$ cat src/rtl/uart_pkg.sv
// Shared types and helpers for the UART transmitter.
package uart_pkg;

  typedef enum logic [1:0] {IDLE, START, DATA, STOP} uart_state_t;

  // Clock cycles per bit; the truncation error is deliberately left uncorrected.
  function automatic int calc_bit_cycles(input int clk_freq, input int baud_rate);
    return clk_freq / baud_rate;
  endfunction

endpackage

$ cat src/rtl/uart_baud_tick.sv
// Bit-period timer: one-cycle tick every BIT_CYCLES cycles while enabled,
// held at zero while disabled so every bit starts from a fresh count.
module uart_baud_tick #(
  parameter int BIT_CYCLES = 868
) (
  input  logic clk,
  input  logic rstn,
  input  logic i_en,
  output logic o_tick
);

  localparam int CW = $clog2(BIT_CYCLES);
  localparam logic [CW-1:0] LAST = CW'(BIT_CYCLES - 1);

  logic [CW-1:0] r_cnt;

  always_ff @(posedge clk) begin
    if (rstn || !i_en)     r_cnt <= '0;
    else if (r_cnt == LAST) r_cnt <= '0;
    else                    r_cnt <= r_cnt + 1'b1;
  end

  assign o_tick = i_en && (r_cnt == LAST);

endmodule

$ cat src/rtl/uart_tx.sv
// UART transmitter: valid/ready word intake, 1 start + DATA_WIDTH data (LSB first)
// + 1 stop bit on tx_sig. Reset (rstn) is synchronous and active-high.
module uart_tx
  import uart_pkg::*;
#(
  parameter int DATA_WIDTH = 8,
  parameter int BAUD_RATE  = 115200,
  parameter int CLK_FREQ   = 100_000_000
) (
  input  logic                  clk,
  input  logic                  rstn,
  input  logic [DATA_WIDTH-1:0] data_from_sensor,
  input  logic                  valid_from_sensor,
  output logic                  ready_to_sensor,
  output logic                  tx_sig
);

  localparam int BIT_CYCLES = calc_bit_cycles(CLK_FREQ, BAUD_RATE);
  localparam int IW = (DATA_WIDTH > 1) ? $clog2(DATA_WIDTH) : 1;
  localparam logic [IW-1:0] LAST_BIT = IW'(DATA_WIDTH - 1);

  if (BIT_CYCLES < 2) begin : g_bad_rate
    $error("uart_tx: CLK_FREQ/BAUD_RATE must be at least 2");
  end

  uart_state_t           r_state;
  logic [DATA_WIDTH-1:0] r_shift;
  logic [IW-1:0]         r_bit_idx;
  logic                  r_tx;
  logic                  r_ready;
  logic                  w_busy;
  logic                  w_tick;

  assign w_busy = (r_state != IDLE);

  uart_baud_tick #(.BIT_CYCLES(BIT_CYCLES)) u_baud (
    .clk    (clk),
    .rstn   (rstn),
    .i_en   (w_busy),
    .o_tick (w_tick)
  );

  // r_shift always holds the not-yet-sent bits, so bit 0 is the next one out.
  always_ff @(posedge clk) begin
    if (rstn) begin
      r_state   <= IDLE;
      r_shift   <= '0;
      r_bit_idx <= '0;
      r_tx      <= 1'b1;
      r_ready   <= 1'b0;
    end else begin
      case (r_state)
        IDLE: begin
          r_tx <= 1'b1;
          if (valid_from_sensor && r_ready) begin
            r_shift   <= data_from_sensor;
            r_bit_idx <= '0;
            r_tx      <= 1'b0;
            r_ready   <= 1'b0;
            r_state   <= START;
          end else begin
            r_ready <= 1'b1;
          end
        end
        START: if (w_tick) begin
          r_tx    <= r_shift[0];
          r_shift <= r_shift >> 1;
          r_state <= DATA;
        end
        DATA: if (w_tick) begin
          if (r_bit_idx == LAST_BIT) begin
            r_tx    <= 1'b1;
            r_state <= STOP;
          end else begin
            r_bit_idx <= r_bit_idx + 1'b1;
            r_tx      <= r_shift[0];
            r_shift   <= r_shift >> 1;
          end
        end
        STOP: if (w_tick) begin
          r_state <= IDLE;
          r_ready <= 1'b1;
        end
        default: begin
          r_state <= IDLE;
          r_tx    <= 1'b1;
          r_ready <= 1'b0;
        end
      endcase
    end
  end

  assign ready_to_sensor = r_ready;
  assign tx_sig          = r_tx;

endmodule

$ cat config.mk
export PLATFORM = sky130hd
export DESIGN_NAME = uart_tx
export DESIGN_NICKNAME = d
export VERILOG_FILES = /design/src/rtl/uart_pkg.sv /design/src/rtl/uart_baud_tick.sv /design/src/rtl/uart_tx.sv
export SDC_FILE = /design/constraint.sdc
export NUM_CORES = 1
export LEC_CHECK = 0
export BUFFER_PORTS_ARGS = -buffer_cell sky130_fd_sc_hd__buf_2
export CAP_MARGIN = 25
export CORE_ASPECT_RATIO = 0.75
export CORE_MARGIN = 2
export CORE_UTILIZATION = 50
export CTS_CLUSTER_SIZE = 8
export DETAILED_ROUTE_END_ITERATION = 6
export HOLD_SLACK_MARGIN = 0.15
export PLACE_DENSITY_LB_ADDON = 0.2
export REMOVE_ABC_BUFFERS = 1
export SLEW_MARGIN = 10
export SYNTH_ARGS = -nofsm -noshare
export SYNTH_HDL_FRONTEND = slang
export SYNTH_SLANG_ARGS = --single-unit
$ cat constraint.sdc
create_clock -name clk -period 5.1 [get_ports clk]
set_clock_uncertainty 0.05 [all_clocks]
set_input_delay 0 -clock clk [delete_from_list [all_inputs] [get_ports clk]]
set_output_delay 0 -clock clk [all_outputs]
set_load 0.02 [all_outputs]
==> run summary <==
Along the worst path, the maximum fanout reaches 16. The global-route total usage across every layer came out at 0.1678. For this run, the number of Yosys warnings is 0. The number of maximum-capacitance constraint violations is 0. The arithmetic-cell share of the synthesized area counting full adders, half adders and majority gates is 0.06585.

The share of final-layout standard cells stronger than drive strength 1 is 0.1509. STA classifies the critical path startpoint as a flip-flop. The post-synthesis cell type with the largest combined area is sky130_fd_sc_hd__dfxtp_1.

In this run the core area contains 16 standard-cell rows. The total of buffers placed on input and output ports is 12. The first global-routing pass estimated 4202 microns of wire.

The worst slack at placement is 2.702 ns. TritonCTS built the clock tree. The count of final hold-check violations was 0. The portion of synthesized area spent on multiplexers is 0.06773. The via count of the first global-routing pass is 988. The simple-gate portion of the synthesized area came out at 0.1740. Traced cell by cell, the critical path runs through inv_1 > ha_1 > or4b_4 > o31ai_4 > a21oi_1 > a311oi_2 > dlygate4sd3_1. The number of CTS-inserted buffers is 3. The source-to-sink clock delay at the later pin of the worst-skew pair is 0.32 ns. The layout net count came out at 178. In this run the count of I/O pins placed on the die edge is 13.

The leakage power figure is 0.5386 nW. Global routing finished with a remaining overflow of 0. The final wirelength is 2458 microns. The post-synthesis sequential element count came out at 25. Entering global routing, the biggest net connects 17 pins. The final HPWL from detailed placement came out at 1748 microns.

The clock sink total came out at 25. Yosys attributes the largest share of cell area to sky130_fd_sc_hd__dfxtp_1 38%, sky130_fd_sc_hd__mux2i_1 6.8%, sky130_fd_sc_hd__ha_1 6.6%, sky130_fd_sc_hd__a21oi_1 3.4%, sky130_fd_sc_hd__a311oi_1 3.3%. The synthesized netlist contains 42 unique library cells. The remaining antenna violation count after routing is 0. The gate count of the mapped netlist came out at 137.

The remaining max-slew budget at the tightest pin is 0.5729. The initial detailed-routing violation count came out at 38. For this block, the via count after detailed routing is 1057. The minimum period implied by the final worst setup slack is 2.939 ns.

The number of antenna diodes in the final layout is 0. In the final routed layout, each cell accounts on average for 12.61 microns. The root buffer cell chosen for the clock tree is sky130_fd_sc_hd__clkbuf_4. The data required time of the critical path came out at 5.32 ns. The die footprint came out at 3093 sq um.

The horizontal die dimension is 63.56 microns. On the critical path, the stage with the largest delay is an instance of sky130_fd_sc_hd__dlygate4sd3_1. For this run, the slowest stage of the critical path takes 0.57 ns. The y dimension of the die is 48.67 microns.

The proportion of synthesized chip area in sequential cells is 0.3763. The post-place instance area came out at 1373 sq um. The summed area of non-filler cells in the final layout is 1509 sq um. The kind of capture point of the worst setup path is a flip-flop. Setup repair after global routing left no endpoint under its margin. The sum of negative setup slack is 0 ns.

Setup violations remaining at the end of the flow were counted as 0. The worst-case hold slack came out at 0.4171 ns. The worst voltage drop across the vdd grid came out at 0.0002474 V. The portion of the clock cycle consumed by the worst path in the final layout is 0.5763. The effective utilization at floorplan is 0.5190. The number of max-slew violations in the final report is 0. The xor/xnor share of the synthesized area is 0.04610.

The detailed-routing iteration count for the pre-antenna-repair pass is 4. Routability-driven placement finished with a final weighted congestion of 0.8124. The maximum level of the CTS H-tree is 1.

The signed area change from the synthesized netlist to the final layout is 13.45%. The slew of the pin with the lowest slew margin came out at 0.6406 ns. The area fraction of the dominant cell type after synthesis is 0.3763.

The flow ran to the end, and the final reports show no timing, DRC or antenna violations. The clock slew seen by the registers of the worst setup and hold paths is 0.14 ns. The type of the worst setup path is flip-flop to flip-flop. By area, the combinational part of the netlist is dominated by compound AO/OA/AOI/OAI gates. The mean post-synth cell area came out at 9.708 sq um. After layout, the worst setup slack is 2.161 ns.

After detailed routing, the number of remaining DRC violations is 0. The ratio of total power to cell area came out at 430.8 nW/um^2. The number of antenna violations at the first check in global routing came out at 0. The timing-limited maximum frequency is 340.2 MHz.

The post-detailed-route via-to-cell ratio is 5.421. The cell area after synthesis is 1330 sq um. The data arrival time of the critical path is 3.16 ns. The type of the most critical hold path is flip-flop to flip-flop. The fraction of the mapped netlist area in compound gates was 0.2032. The core outline area came out at 2562 sq um. The longest clock path from root to sink contains 2 buffers.
## logic make-up after synthesis
kind of cell / Yosys count
AND/OR/NAND/NOR: 43
adder cells (fa/ha/maj): 7
XOR/XNOR: 7
buffers and inverters: 11
flip-flops: 25
AO/OA/AOI/OAI: 35
multiplexers: 9
## synthesized netlist by cell type, drive strengths merged
cell      n
nand4bb   1
nand2     9
and2      1
a211o     1
o311ai    1
a21bo     1
mux2i     9
ha        7
nand4     3
inv       4
a311oi    7
o221a     1
or3       1
nor2b     1
clkbuf    2
a21oi     9
nor3b     1
o21a      1
clkinv    1
nor4b     1
xnor2     4
buf       3
a311o     1
nand4b    1
a21o      1
bufbuf    1
or4b      1
nor2     10
xor2      3
nand3     8
o31a      1
a221oi    1
dfxtp    25
or2       1
o31ai     2
nor4bb    1
and3      1
o21ai     8
nor3      2
## power breakdown
| part | switching (mW) | leakage (nW) | total [mW] | internal (mW) |
|---|---|---|---|---|
| Clock | 0.0574 | 0.0150 | 0.0879 | 0.0306 |
| Combinational | 0.169 | 0.320 | 0.308 | 0.139 |
| Sequential | 0.0226 | 0.204 | 0.254 | 0.232 |
| Total | 0.249 | 0.539 | 0.650 | 0.401 |
## placed cells by master (no fill, tap or decap), types with 3 or more instances in the layout
| master | instances |
|---|---|
| sky130_fd_sc_hd__buf_2 | 12 |
| sky130_fd_sc_hd__xor2_1 | 3 |
| sky130_fd_sc_hd__a311oi_1 | 5 |
| sky130_fd_sc_hd__inv_1 | 4 |
| sky130_fd_sc_hd__o21ai_0 | 8 |
| sky130_fd_sc_hd__dlygate4sd3_1 | 11 |
| sky130_fd_sc_hd__a21oi_1 | 9 |
| sky130_fd_sc_hd__dfxtp_1 | 25 |
| sky130_fd_sc_hd__xnor2_1 | 4 |
| sky130_fd_sc_hd__ha_1 | 7 |
| sky130_fd_sc_hd__nand4_1 | 3 |
| sky130_fd_sc_hd__mux2i_1 | 9 |
| sky130_fd_sc_hd__nand2_1 | 9 |
| sky130_fd_sc_hd__clkbuf_4 | 3 |
| sky130_fd_sc_hd__nand3_1 | 8 |
| sky130_fd_sc_hd__nor2_1 | 10 |
## what timing repair did
action | CTS | global route
hold endpoints to repair | 11 | 0
resized for setup | 0 | 0
hold buffers | 11 | 0
setup buffers | 0 | 0
setup endpoints to repair | 0 | 0
## final cells by class
class	instances	area, sq um
Multi-Input combinational cell	101	740.7
Tap cell	36	45.04
Inverter	5	18.77
Sequential cell	25	500.5
Timing Repair Buffer	24	177.7
Fill cell	262	1054
Clock buffer	4	26.28
## per-stage QoR
stage / util / std cells / total power, mW
2_1_floorplan: - / 131 / 0.4846
3_3_place_gp: 0.5356 / 180 / 0.5403
3_5_place_dp: 0.5356 / 180 / 0.5521
4_1_cts: 0.5889 / 195 / 0.6546
5_1_grt: 0.5889 / 195 / 0.6995
6_report: 0.5889 / 195 / 0.6501
## sequential cells by signal, summed over array words and instances (netlist names)
register / cells
r_state: 2
u_baud.r_cnt: 10
tx_sig: 1
r_shift: 8
ready_to_sensor: 1
r_bit_idx: 3
## path summary, 6_finish.rpt
check | startpoint | end | slack (ns) | cells past startpoint
worst max-delay path | r_state[0] | r_shift[1] | 2.16 | 7
worst min-delay path | u_baud.r_cnt[0] | u_baud.r_cnt[0] | 0.42 | 1
worst max register to register | r_state[0] | r_shift[1] | 2.16 | 7
worst min register to register | u_baud.r_cnt[0] | u_baud.r_cnt[0] | 0.42 | 1
## metal layers
metal,global-route usage,up-vias,part of all wire
met5,0,-,0
met4,0.02174,0,0.0061
met3,0.05581,2,0.035
met2,0.2912,16,0.45
met1,0.2078,480,0.51
li1,-,559,-
## worst max-delay path, delay by kind of cell (launching register included)
family	cells	cell delay [ns]
AND/OR/NAND/NOR	1	0.53
adder cells (fa/ha/maj)	1	0.29
buffers and inverters	2	0.65
flip-flops	1	0.40
AO/OA/AOI/OAI	3	0.96
Note: power is estimated with default switching activity, not from simulation.
